$ cat config.mk
export PLATFORM = sky130hd
export DESIGN_NAME = regbank_wb_arbiter
export DESIGN_NICKNAME = d
export VERILOG_FILES = /design/src/rtl/regbank_pkg.sv /design/src/rtl/rr_arbiter.sv /design/src/rtl/regbank_wb_arbiter.sv
export SDC_FILE = /design/constraint.sdc
export NUM_CORES = 1
export LEC_CHECK = 0
export BUFFER_PORTS_ARGS = -buffer_cell sky130_fd_sc_hd__buf_2
export CAP_MARGIN = 5
export CORE_MARGIN = 10
export CORE_UTILIZATION = 35
export DETAILED_ROUTE_END_ITERATION = 10
export PLACE_DENSITY = 0.69
export SKIP_CTS_REPAIR_TIMING = 1
export SYNTH_ARGS = -nofsm -noshare
export SYNTH_HDL_FRONTEND = slang
export SYNTH_HIERARCHICAL = 1
export SYNTH_SLANG_ARGS = --single-unit
export TNS_END_PERCENT = 5
$ cat constraint.sdc
create_clock -name clk -period 6.1 [get_ports clk]
set_clock_uncertainty 0.2 [all_clocks]
set_input_delay 0.61 -clock clk [delete_from_list [all_inputs] [get_ports clk]]
set_output_delay 0.61 -clock clk [all_outputs]
set_load 0.02 [all_outputs]
$ cat src/rtl/regbank_pkg.sv
// Shared constants and types for the register-bank write-back arbiter.
// Optional feature macro: REGBANK_WB_RR_EN (round-robin grant selection).
package regbank_pkg;

  localparam int DEF_BUS  = 32;
  localparam int DEF_DIR  = 4;
  localparam int DEF_NREQ = 3;
  localparam int REG_PC   = 15;

  typedef enum logic [1:0] {
    REQ_ALU = 2'd0,
    REQ_MEM = 2'd1,
    REQ_KRN = 2'd2
  } req_idx_e;

  function automatic int ptr_w(int n);
    return (n > 1) ? $clog2(n) : 1;
  endfunction

endpackage

$ cat src/rtl/rr_arbiter.sv
// Grant selector: searches valids starting one past the pointer.
// A fixed pointer of N-1 degenerates to lowest-index-wins.
module rr_arbiter
  import regbank_pkg::*;
#(
  parameter int N  = DEF_NREQ,
  parameter int PW = ptr_w(N)
) (
  input  logic [N-1:0]  valid,
  input  logic [PW-1:0] ptr,
  output logic [N-1:0]  grant
);

  logic [PW-1:0] idx;
  logic          found;

  // first valid requester after ptr, wrapping modulo N
  always_comb begin
    grant = '0;
    found = 1'b0;
    idx   = '0;
    for (int k = 1; k <= N; k++) begin
      idx = PW'((int'(ptr) + k) % N);
      if (!found && valid[idx]) begin
        grant[idx] = 1'b1;
        found      = 1'b1;
      end
    end
  end

endmodule

$ cat src/rtl/regbank_wb_arbiter.sv
// Write-back arbiter with registered bank port and busy scoreboard.
// Optional feature macro: REGBANK_WB_RR_EN (round-robin grant selection).
module regbank_wb_arbiter
  import regbank_pkg::*;
#(
  parameter int BUS  = DEF_BUS,
  parameter int DIR  = DEF_DIR,
  parameter int NREQ = DEF_NREQ
) (
  input  logic                      clk,
  input  logic                      rst_n,
  input  logic [NREQ-1:0]           req_valid,
  input  logic [NREQ-1:0][DIR-1:0]  req_rd,
  input  logic [NREQ-1:0][BUS-1:0]  req_data,
  output logic [NREQ-1:0]           req_ready,
  input  logic                      rsv_valid,
  input  logic [DIR-1:0]            rsv_rd,
  input  logic [DIR-1:0]            rs,
  input  logic [DIR-1:0]            rx,
  input  logic [DIR-1:0]            rk,
  output logic                      hazard,
  output logic                      bank_we,
  output logic [DIR-1:0]            bank_rd,
  output logic [BUS-1:0]            bank_wb,
  output logic                      err_pc_write
);

  localparam int PW = ptr_w(NREQ);
  localparam int NR = 1 << DIR;
  localparam logic [DIR-1:0] PC = DIR'(REG_PC);

  logic [NREQ-1:0] grant;
  logic [PW-1:0]   ptr;
  logic            xfer;
  logic [DIR-1:0]  sel_rd;
  logic [BUS-1:0]  sel_wb;
  logic            sel_pc;
  logic [NR-1:0]   busy;
  logic [NR-1:0]   set_m;
  logic [NR-1:0]   clr_m;

  rr_arbiter #(
    .N  (NREQ),
    .PW (PW)
  ) u_arb (
    .valid (req_valid),
    .ptr   (ptr),
    .grant (grant)
  );

  assign req_ready = grant;
  assign xfer      = |grant;

`ifdef REGBANK_WB_RR_EN
  logic [PW-1:0] gnt_idx;

  // encode the one-hot grant for the pointer
  always_comb begin
    gnt_idx = '0;
    for (int i = 0; i < NREQ; i++) begin
      if (grant[i]) gnt_idx = PW'(i);
    end
  end

  // pointer tracks the last granted requester
  always_ff @(posedge clk or negedge rst_n) begin
    if (!rst_n)    ptr <= PW'(NREQ - 1);
    else if (xfer) ptr <= gnt_idx;
  end
`else
  assign ptr = PW'(NREQ - 1);
`endif

  // mux the granted requester's destination and data
  always_comb begin
    sel_rd = '0;
    sel_wb = '0;
    for (int i = 0; i < NREQ; i++) begin
      if (grant[i]) begin
        sel_rd = req_rd[i];
        sel_wb = req_data[i];
      end
    end
  end

  assign sel_pc = (sel_rd == PC);

  // registered bank write port; PC writes only raise the error
  always_ff @(posedge clk or negedge rst_n) begin
    if (!rst_n) begin
      bank_we      <= 1'b0;
      bank_rd      <= '0;
      bank_wb      <= '0;
      err_pc_write <= 1'b0;
    end else begin
      bank_we      <= xfer && !sel_pc;
      err_pc_write <= xfer && sel_pc;
      if (xfer && !sel_pc) begin
        bank_rd <= sel_rd;
        bank_wb <= sel_wb;
      end
    end
  end

  // scoreboard set/clear masks; PC is never reserved
  always_comb begin
    set_m = '0;
    clr_m = '0;
    if (rsv_valid && (rsv_rd != PC)) set_m[rsv_rd] = 1'b1;
    if (xfer) clr_m[sel_rd] = 1'b1;
  end

  // busy bits: set wins over a same-edge clear
  always_ff @(posedge clk or negedge rst_n) begin
    if (!rst_n) busy <= '0;
    else        busy <= (busy & ~clr_m) | set_m;
  end

  assign hazard = busy[rs] | busy[rx] | busy[rk];

endmodule

# ---- Word-level counts from Yosys, hierarchy flattened
# Index checks and enable logic that the tools add are counted.
dict set report classes {
  eq_ne 2
  n_lt_le_gt_ge 7
  reduce_logical 11
  n_mux 23
  n_bitwise 5
}
# operator count
set ops {}
lappend ops {{two-way mux 32 bit} 3}
lappend ops {{two-way mux 16 bit} 2}
lappend ops {{less-than comparator 4 x 5 -> 1 bit (second input constant)} 5}
lappend ops {{AND 16 bit} 1}
lappend ops {{NOT 16 bit} 1}
lappend ops {{bitwise OR 16 bit} 1}
lappend ops {{binary-select mux 1 bit (select 4 bit)} 3}
lappend ops {{two-way mux 4 bit} 3}
lappend ops {{demux 1 bit (select 4 bit)} 2}
lappend ops {{>= comparator 4 x 1 -> 1 bit (second input constant)} 2}
lappend ops {{two-way mux 1 bit} 8}
lappend ops {{logical AND 1 bit} 7}
lappend ops {{== test 4 bit (second input constant)} 1}
lappend ops {{!= test 4 bit (second input constant)} 1}
lappend ops {{logical NOT 1 bit} 3}
lappend ops {{two-way mux 3 bit} 1}
lappend ops {{OR reduction 3 bit} 1}
lappend ops {{two-way mux 2 bit} 1}
lappend ops {{bitwise OR 1 bit} 2}
dict set report word_totals {
  regBits 54
  in_bits 130
}

# ---- Longest topological paths before layout
# Gate-level depths: netlist (run 1).
dict set report depth {
  ltp_word 18
  depth_mapped 15
  mapped_depth_nobuf 11
}

# ---- Modules after synthesis
# The synthesis (run 1) kept the hierarchy.
# module area_per_inst_um2 cells_per_inst seq_area_each_um2 n_inst
set modules_own_cells {}
lappend modules_own_cells {regbank_wb_arbiter 3086.7 348 1351.3 1}
lappend modules_own_cells {rr_arbiter 227.7 32 0.0 1}

# ---- Worst setup path after synthesis (run 1)
# No wires, ideal clock.
dict set report synth_timing {
  kind {input -> register}
  start {input port req_valid[2]}
  end {register bank_wb[0]}
  n_path_buf 2
  required_ns 5.767
  cell_stages 10
  t_arrival_ns 2.751
  path_slack_ns 3.016
  path_cell_list {nand2_1 > o22ai_1 > o211ai_1 > o22ai_1 > buf_2 > a21oi_1 > a22o_1 > o41ai_4 > clkbuf_1 > o21ai_0}
}
dict set report synth_between {
  elab_chain_cells 6
  word_cells_on_any_way 8
}
# item line
set synth_lines {}
lappend synth_lines {{start, declared} regbank_wb_arbiter.sv:12} ;# input logic [NREQ-1:0] req_valid,
lappend synth_lines {{logical AND 1 bit (*)} rr_arbiter.sv:24} ;# if (!found && valid[idx]) begin
lappend synth_lines {{two-way mux 3 bit (*)} rr_arbiter.sv:24}
lappend synth_lines {{net req_ready[2]} regbank_wb_arbiter.sv:15} ;# output logic [NREQ-1:0] req_ready,
lappend synth_lines {{two-way mux 4 bit} regbank_wb_arbiter.sv:79} ;# if (grant[i]) begin
lappend synth_lines {{== test 4 bit} regbank_wb_arbiter.sv:86} ;# assign sel_pc = (sel_rd == PC);
lappend synth_lines {{logical NOT 1 bit} regbank_wb_arbiter.sv:98} ;# if (xfer && !sel_pc) begin
lappend synth_lines {{logical AND 1 bit} regbank_wb_arbiter.sv:98}
lappend synth_lines {{end signal, assigned} regbank_wb_arbiter.sv:100} ;# bank_wb <= sel_wb;
lappend synth_lines {{end, declared} regbank_wb_arbiter.sv:24} ;# output logic [BUS-1:0] bank_wb,
# Mark *: on every way through the listed nets, which the timed path passes. The rest lies on a longest branch.
# A chain may end at the register's enable or synchronous reset.

# ---- Worst setup path in the final report (run 1)
dict set report layout_timing {
  start {input port req_valid[2]}
  end {register bank_rd[0]}
}
dict set report layout_between {
  elab_chain_cells 6
  word_cells_on_any_way 7
}
# item line
set layout_lines {}
lappend layout_lines {{logical AND 1 bit (*)} rr_arbiter.sv:24}
lappend layout_lines {{two-way mux 3 bit (*)} rr_arbiter.sv:24}
lappend layout_lines {{two-way mux 4 bit} regbank_wb_arbiter.sv:79}
lappend layout_lines {{== test 4 bit} regbank_wb_arbiter.sv:86}
lappend layout_lines {{logical NOT 1 bit} regbank_wb_arbiter.sv:98}
lappend layout_lines {{logical AND 1 bit} regbank_wb_arbiter.sv:98}
lappend layout_lines {{end signal, assigned} regbank_wb_arbiter.sv:99} ;# bank_rd <= sel_rd;
lappend layout_lines {{end, declared} regbank_wb_arbiter.sv:23} ;# output logic [DIR-1:0] bank_rd,
# Every way passes the cells marked *; elsewhere a longest branch is shown, timed or not.

==> impl_metrics.env, run 1 <==
export IMPL_cpMostUsedCell="buf_4"
export IMPL_cp_num_buf_inv=4
export IMPL_drt_iter0_markers=156
export IMPL_ant_nets=0
export IMPL_dieArea_um2=13800
export IMPL_clkTransAtPathRegs_ns=0.10
export IMPL_critPathMaxStageDelay_ns=0.54
export IMPL_period_needed_ns=3.54
export IMPL_critical_path_required_ns=6.10
export IMPL_fp_coreArea_um2=9240
export IMPL_netlist_area_leader_share_pct=40.8
export IMPL_drv_cap=0
export IMPL_yosys_top_cells_area="dfrtp_1 41%, o21ai_0 10%, mux4_2 7.5%"
export IMPL_avgSynthCellArea_um2=8.72
export IMPL_rsz0062_at_grt="no"
export IMPL_cts_tree="yes"
export IMPL_synth_compound_area_share_pct=27.6
export IMPL_routed_wl_um=10500
export IMPL_ios=172
export IMPL_clk_root_buffer_cell="clkbuf_8"
export IMPL_die_h_um=117
export IMPL_startpoint_type="input pin"
export IMPL_fin_crit_sh_pct=58.0
export IMPL_drc=0
export IMPL_die_x_um=117
export IMPL_final_cell_area_um2=4400
export IMPL_firstDrtPassIters=4
export IMPL_synthAdderAreaFrac_pct=1.51
export IMPL_synth_area_mux_share_pct=10.2
export IMPL_netlist_area_um2=3310
export IMPL_grt_max_degree=75
export IMPL_placed_area_um2=4290
export IMPL_endpoint_kind="flip-flop"
export IMPL_grt_pass1_vias=3505
export IMPL_p_leak_nw=2.16
export IMPL_antenna_cells=0
export IMPL_layout_common_cells="171 x buf_2, 67 x o21ai_0, 54 x dfrtp_1"
export IMPL_cts_htree_levels=2
export IMPL_hp_class="input pin to asynchronous set/reset pin"
export IMPL_cts_sinks=54
export IMPL_syn_inst=380
export IMPL_area_delta_synth_final_pct=32.8
export IMPL_final_common_cell="buf_2"
export IMPL_grt_antenna_before_repair=0
export IMPL_ys_types=34
export IMPL_final_max_slew_viol_count=0
export IMPL_num_rows=35
export IMPL_critPathSlowestCell="buf_4"
export IMPL_grtUsageTotal_pct=14.6
export IMPL_crit_fanout=74
export IMPL_critical_path_top_delay_family="compound AO/OA/AOI/OAI gates"
export IMPL_synth_top_family_by_area="compound AO/OA/AOI/OAI gates"
export IMPL_worstSetupPathType="input pin to flip-flop"
export IMPL_synth_simple_area_share_pct=15.4
export IMPL_timing_slew_headroom_pct=56.0
export IMPL_dpl_hpwl_um=8660
export IMPL_grt_overflow=0
export IMPL_drt_vias_per_instance=5.02
export IMPL_gp_congestion=0.828
export IMPL_initial_core_util_pct=35.9
export IMPL_grt_pass1_wl_um=17200
export IMPL_final_hold_viol_count=0
export IMPL_cp_arrival_ns=3.54
export IMPL_path_cells="buf_2 > nand2_1 > o22ai_1 > o211ai_1 > o22ai_4 > buf_4 > a21oi_1 > a22o_1 > o41ai_4 > buf_4 > inv_2 > o2bb2a_1"
export IMPL_fin_nets=677
export IMPL_synth_xor_area_share_pct=0
export IMPL_synth_largest_area_cell="dfrtp_1"
export IMPL_clock_latency_ns=0.31
export IMPL_vias=3378
export IMPL_wire_per_inst_um=15.6
export IMPL_numPortBuffers=171
export IMPL_tightest_slew_ns=0.661
export IMPL_run_status="finished clean"
export IMPL_yosysWarnings=6
export IMPL_clock_fmax_mhz=283
export IMPL_yosysSeqAreaShare_pct=40.8
export IMPL_ir_drop_mv=0.114
export IMPL_finalSetupTns_ns=0
export IMPL_setup_viol=0
export IMPL_drive_above_1_share_pct=37.3
export IMPL_numCtsBuffers=5
export IMPL_ys_seq_elements=54
export IMPL_powerDensity_nw_per_um2=292
export IMPL_cts_path_max_buffers=2
metrics by stage:
stage / setup WS [ns] / hold WS (ns) / utilization [%] / total power, W / cells
after global placement: 2.35 / 0.258 / 46.4 / 0.00107 / 664
final: 2.56 / 0.206 / 47.6 / 0.00128 / 673
after detailed placement: 2.25 / 0.265 / 46.4 / 0.00108 / 664
after global routing: 2.28 / 0.274 / 47.6 / 0.00138 / 673
after CTS: 2.58 / 0.227 / 47.5 / 0.00130 / 672
after floorplan: 3.02 / 0.114 / - / 0.000875 / 384
where the power goes:
part | total (W) | internal, W | switching (W)
combinational | 0.000533 | 0.000220 | 0.000314
clock | 0.000214 | 0.0000937 | 0.000120
sequential | 0.000537 | 0.000462 | 0.0000757
total | 0.00128 | 0.000775 | 0.000509
cell usage after synthesis:
master     count
clkbuf_1      15
mux2i_1        9
o21a_1         1
o22ai_1        4
nand3b_1       9
buf_4          1
buf_6          1
o21ai_1        1
buf_2          5
nand2b_1       8
o2bb2ai_2      1
o41ai_4        1
mux4_2        11
conb_1         2
a21oi_1       38
inv_2          1
or3_1          2
nand2_1       49
o21ai_0       67
ha_1           4
o211ai_1       1
a22oi_1       32
o31ai_1        1
dfrtp_1       54
o2bb2a_1       1
a22o_1         4
or3b_2         1
inv_1          8
nor2_1        35
nand3_1        4
buf_1          2
a32oi_1        1
nor2b_1        4
or2_2          2
layer usage:
layer  track usage, %  share of wire [%]  up-vias
li1                 -                  -     1696
met1             17.2                 41     1540
met2             25.2                 49      133
met3             4.80                9.0        9
met4             3.05               0.65        0
met5                0                  0        -
flip-flops by register name (all words and copies together) (netlist names):
register and flops:
bank_rd 4, busy 16, err_pc_write 1, bank_we 1, bank_wb 32
cells by family (layout without fill, tap and decap cells):
kind of cell	Yosys count	in the layout
mux	20	20
simple gates	114	114
compound gates	153	153
fa+ha+maj	4	4
other cells	2	6
flops	54	54
buf+inv	33	193
area by class of cell:
type                    count  area (µm²)
well taps                 129         161
flip-flops and latches     54        1350
inverters                   9        33.8
clock buffers               6        82.6
fillers                   930        4840
clock inverters             2        17.5
multi-input cells         297        1850
repair buffers            176         901
final timing paths:
path	slack, ns	depth (start not counted)	end	startpoint
hold reg to reg	0.28	2	bank_wb[25]	bank_wb[25]
max in group asynchronous	5.05	2	bank_rd[3]	rst_n
hold / removal	0.21	2	bank_wb[27]	rst_n
setup / recovery	2.56	12	bank_rd[0]	req_valid[2]
setup reg to reg	5.13	1	bank_rd[0]	bank_rd[0]
min in group clk	0.28	2	bank_wb[25]	bank_wb[25]
(Power assumes the default switching activity.)
==> run 2, diff against run 1 <==
==> constraint.sdc (replaced) <==
create_clock -name clk -period 3.36 [get_ports clk]
set_clock_uncertainty 0.2 [all_clocks]
set_input_delay 0.336 -clock clk [delete_from_list [all_inputs] [get_ports clk]]
set_output_delay 0.336 -clock clk [all_outputs]
set_load 0.02 [all_outputs]
==> run 2 against run 1 <==
Critical path depth is 8 lower. Clock power up 97%. First-iteration DRC count shrank 42%. Non-clock buffer count increased by 2. Setup slack got worse by 2.0 ns. Final cell count grew 0.30%. Sequential power increased by 82%. Global-route usage fell by 0.22 points. Combinational power up 83%. Register-to-register slack worse by 2.8 ns. Final area rose by 0.37%. Critical endpoint is now hazard.
==> impl_metrics.env, run 2 (synthesis results as in run 1) <==
export IMPL_tightest_slew_ns=0.586
export IMPL_ios=172
export IMPL_gp_congestion=0.864
export IMPL_ir_drop_mv=0.210
export IMPL_grt_antenna_before_repair=0
export IMPL_critPathMaxStageDelay_ns=0.49
export IMPL_routed_wl_um=10500
export IMPL_grt_pass1_vias=3437
export IMPL_largest_register="bank_wb"
export IMPL_final_hold_viol_count=0
export IMPL_cts_htree_levels=2
export IMPL_timing_slew_headroom_pct=60.9
export IMPL_setup_viol=0
export IMPL_cts_path_max_buffers=2
export IMPL_drc=0
export IMPL_clkTransAtPathRegs_ns=0.09
export IMPL_cp_arrival_ns=2.24
export IMPL_timing_hold_ws_ns=0.117
export IMPL_area_delta_synth_final_pct=33.3
export IMPL_layout_common_cells="171 x buf_2, 67 x o21ai_0, 54 x dfrtp_1"
export IMPL_grt_overflow=0
export IMPL_period_needed_ns=2.77
export IMPL_critical_path_required_ns=2.82
export IMPL_final_util_pct=47.8
export IMPL_clock_fmax_mhz=361
export IMPL_cts_sinks=54
export IMPL_powerDensity_nw_per_um2=537
export IMPL_firstDrtPassIters=4
export IMPL_fp_coreArea_um2=9240
export IMPL_drt_iter0_markers=90
export IMPL_num_rows=35
export IMPL_clock_latency_ns=0.30
export IMPL_grt_pass1_wl_um=16800
export IMPL_dpl_hpwl_um=8780
export IMPL_hp_class="input pin to flip-flop"
export IMPL_startpoint_type="flip-flop"
export IMPL_crit_fanout=4
export IMPL_numPortBuffers=171
export IMPL_reg_top3="bank_wb (32), busy (16), bank_rd (4)"
export IMPL_final_max_slew_viol_count=0
export IMPL_run_status="finished clean"
export IMPL_finalSetupTns_ns=0
export IMPL_critPathSlowestCell="mux4_2"
export IMPL_final_common_cell="buf_2"
export IMPL_ant_nets=0
export IMPL_largest_reg_flops=32
export IMPL_antenna_cells=0
export IMPL_drt_vias_per_instance=4.98
export IMPL_grtUsageTotal_pct=14.4
export IMPL_drv_cap=0
export IMPL_fin_nets=679
export IMPL_wire_per_inst_um=15.6
export IMPL_drive_above_1_share_pct=37.0
export IMPL_die_h_um=117
export IMPL_die_x_um=117
export IMPL_rsz0062_at_grt="no"
export IMPL_initial_core_util_pct=35.9
export IMPL_p_leak_nw=2.17
export IMPL_worstSetupPathType="flip-flop to primary output"
export IMPL_endpoint_kind="primary output"
export IMPL_clk_root_buffer_cell="clkbuf_8"
export IMPL_grt_max_degree=66
export IMPL_fin_crit_sh_pct=82.6
export IMPL_fill_cells=941
export IMPL_cts_tree="yes"
export IMPL_path_cells="mux4_2 > mux4_2 > or3_1 > buf_2"
export IMPL_vias=3362
export IMPL_cpMostUsedCell="mux4_2"
export IMPL_numCtsBuffers=5
export IMPL_dieArea_um2=13800
run 2: worst paths after layout:
path                               end  slack [ns]  depth (start not counted)          from
setup / recovery                hazard        0.59                          4      busy[13]
hold / removal             bank_wb[12]        0.12                          3  req_data[76]
setup reg to reg            bank_rd[0]        2.37                          1    bank_rd[0]
hold reg to reg            bank_wb[19]        0.28                          2   bank_wb[19]
max in group asynchronous     busy[13]        1.82                          3         rst_n
min in group asynchronous  bank_wb[27]        0.36                          2         rst_n
run 2: report_power, final:
| part | internal, W | switching [W] | total (W) |
|---|---|---|---|
| combinational | 0.000401 | 0.000573 | 0.000974 |
| clock | 0.000223 | 0.000197 | 0.000421 |
| sequential | 0.000839 | 0.000140 | 0.000978 |
| total | 0.00146 | 0.000910 | 0.00237 |
run 2: layer usage:
layer	up-vias	part of all wire (%)	GRT usage (%)
met4	0	0.86	2.66
met5	-	0	0
met1	1535	42	16.5
met2	121	49	24.9
li1	1699	-	-
met3	7	8.1	5.61
run 2: area by class of cell:
cell class / instances / area [µm²] / area share, %
clock buffers: 7 / 76.3 / 1.73
clock inverters: 1 / 30.0 / 0.680
inverters: 9 / 33.8 / 0.765
multi-input cells: 297 / 1850 / 42.0
flip-flops and latches: 54 / 1350 / 30.6
well taps: 129 / 161 / 3.65
repair buffers: 178 / 911 / 20.6
run 2: critical path: cells and delay by family (launching register included):
| family | cells | cell delay, ns |
|---|---|---|
| multiplexers | 2 | 0.97 |
| flip-flops | 1 | 0.42 |
| AND/OR/NAND/NOR | 1 | 0.38 |
| buffers and inverters | 1 | 0.17 |
run 2: per-stage QoR:
step / power [W] / setup slack, ns / std cells / area [µm²]
final: 0.00237 / 0.586 / 675 / 4420
after global routing: 0.00255 / 0.475 / 675 / 4420
after CTS: 0.00240 / 0.557 / 674 / 4410
after detailed placement: 0.00198 / 0.309 / 666 / 4300
after global placement: 0.00194 / 0.475 / 666 / 4300
after floorplan: 0.00159 / 0.550 / 384 / 3330
==> run 3, diff against run 2 <==
==> constraint.sdc (replaced) <==
create_clock -name clk -period 2.7 [get_ports clk]
set_clock_uncertainty 0.2 [all_clocks]
set_input_delay 0.27 -clock clk [delete_from_list [all_inputs] [get_ports clk]]
set_output_delay 0.27 -clock clk [all_outputs]
set_load 0.02 [all_outputs]
==> run 3 against run 2 <==
Total power rose by 30%. Clock-buffer cell count down 2. Register-to-register slack got worse by 0.67 ns. Die area did not move. Flip-flop and latch count stayed put. Via count grew 2.3%. First-iteration DRC count increased by 23%.
==> impl_metrics.env, run 3 (synthesis results as in run 1) <==
export IMPL_p_int_w=0.00190
export IMPL_final_hold_viol_count=0
export IMPL_num_rows=35
export IMPL_fin_nets=692
export IMPL_clock_fmax_mhz=382
export IMPL_r2r_setup_slack_ns=1.70
export IMPL_cp_arrival_ns=2.15
export IMPL_numPortBuffers=171
export IMPL_switching_power_w=0.00118
export IMPL_initial_core_util_pct=35.9
export IMPL_period_needed_ns=2.62
export IMPL_cts_sinks=54
export IMPL_cpMostUsedCell="mux4_2"
export IMPL_largest_register="bank_wb"
export IMPL_dieArea_um2=13800
export IMPL_fp_coreArea_um2=9240
export IMPL_path_cells="mux4_2 > mux4_2 > or3_1 > buf_4"
export IMPL_clock_latency_ns=0.30
export IMPL_timing_hold_ws_ns=0.0384
export IMPL_grt_antenna_before_repair=0
export IMPL_final_common_cell="buf_2"
export IMPL_crit_end="hazard"
export IMPL_drc=0
export IMPL_rsz0062_at_grt="no"
export IMPL_reg2reg_depth=3
export IMPL_vias=3439
export IMPL_wire_per_inst_um=15.6
export IMPL_clkTransAtPathRegs_ns=0.10
export IMPL_largest_reg_flops=32
export IMPL_ios=172
export IMPL_layout_common_cells="170 x buf_2, 67 x o21ai_0, 54 x dfrtp_1"
export IMPL_fill_cells=892
export IMPL_die_x_um=117
export IMPL_endpoint_kind="primary output"
export IMPL_r2r_end="busy[14]"
export IMPL_power_frac_seq_pct=39.1
export IMPL_run_status="finished clean"
export IMPL_tightest_slew_ns=0.580
export IMPL_antenna_cells=0
export IMPL_r2r_start="busy[14]"
export IMPL_drt_vias_per_instance=5.00
export IMPL_hp_class="input pin to flip-flop"
export IMPL_die_h_um=117
export IMPL_reg_top3="bank_wb (32), busy (16), bank_rd (4)"
export IMPL_setup_viol=0
export IMPL_startpoint="busy[15]"
export IMPL_ir_drop_mv=0.283
export IMPL_timing_slew_headroom_pct=61.4
export IMPL_placed_area_um2=4360
export IMPL_p_total_w=0.00308
export IMPL_routed_wl_um=10700
export IMPL_cts_path_max_buffers=2
export IMPL_p_leak_nw=2.25
export IMPL_fin_crit_sh_pct=97.1
export IMPL_p_clk_share_pct=18.3
export IMPL_area_delta_synth_final_pct=37.2
export IMPL_startpoint_type="flip-flop"
export IMPL_final_max_slew_viol_count=0
export IMPL_grt_pass1_wl_um=17400
export IMPL_dpl_hpwl_um=8890
export IMPL_share_comb_of_total_power_pct=42.5
export IMPL_numCtsBuffers=5
export IMPL_sw_frac_of_total_pct=38.4
export IMPL_grt_pass1_vias=3605
export IMPL_cts_tree="yes"
export IMPL_final_cell_area_um2=4550
export IMPL_grt_max_degree=65
export IMPL_drive_above_1_share_pct=38.8
export IMPL_firstDrtPassIters=4
export IMPL_gp_congestion=0.844
export IMPL_crit_fanout=3
export IMPL_drv_cap=0
export IMPL_cts_htree_levels=2
export IMPL_powerDensity_nw_per_um2=677
export IMPL_worstSetupPathType="flip-flop to primary output"
export IMPL_ant_nets=0
export IMPL_final_util_pct=49.2
export IMPL_drt_iter0_markers=111
export IMPL_critPathSlowestCell="mux4_2"
export IMPL_clk_root_buffer_cell="clkbuf_8"
export IMPL_grt_overflow=0
export IMPL_critical_path_required_ns=2.23
export IMPL_critPathMaxStageDelay_ns=0.48
export IMPL_grtUsageTotal_pct=14.8
-- run 3: worst min path at each step --
stage | from | end | slack [ns] | cells past startpoint
finish | req_data[95] | bank_wb[31] | 0.04 | 3
global route | req_data[72] | bank_wb[8] | 0.03 | 3
CTS | rst_n | bank_wb[27] | -0.27 | 1
detailed placement | rst_n | bank_wb[27] | 0.08 | 1
global placement | rst_n | bank_wb[27] | 0.07 | 1
floorplan | rst_n | bank_rd[0] | -0.23 | 0
-- run 3: stage by stage --
step | setup TNS, ns | std cells | worst slack [ns]
global route | 0 | 688 | 0.0293
finish | 0 | 688 | 0.0795
detailed placement | -2.63 | 672 | -0.145
global placement | 0 | 672 | 0.00145
floorplan | 0 | 384 | 0.0944
CTS | -0.0103 | 680 | -0.0103
-- run 3: layout make-up --
cell class | count | area [µm²] | area share (%)
timing repair buffer | 191 | 1030 | 22.7
inverter | 9 | 33.8 | 0.743
clock inverter | 3 | 47.5 | 1.05
multi-input combinational | 297 | 1850 | 40.8
clock buffer | 5 | 68.8 | 1.51
tap | 129 | 161 | 3.55
sequential | 54 | 1350 | 29.7
-- run 3: routing by layer --
metal / vias to the layer above / global-route usage (%) / share of wire, % / wire length, µm
met5: - / 0 / 0 / 0
met4: 0 / 2.66 / 0.61 / 65
met3: 5 / 6.19 / 9.8 / 1050
met2: 127 / 25.5 / 49 / 5230
met1: 1583 / 16.8 / 41 / 4390
li1: 1724 / - / - / -
-- run 3: worst max-delay path, delay by kind of cell, from the launching register on --
kind | cells | cell delay (ns)
multiplexers | 2 | 0.95
AND/OR/NAND/NOR | 1 | 0.32
flip-flops | 1 | 0.41
buffers and inverters | 1 | 0.16
-- run 3: power by group through the flow --
| stage | Sequential, W | Clock (W) | Combinational (W) |
|---|---|---|---|
| floorplan | 0.00137 | 0 | 0.000613 |
| global placement | 0.00122 | 0 | 0.00123 |
| detailed placement | 0.00123 | 0 | 0.00126 |
| CTS | 0.00122 | 0.000583 | 0.00126 |
| global route | 0.00124 | 0.000619 | 0.00146 |
| finish | 0.00121 | 0.000564 | 0.00131 |
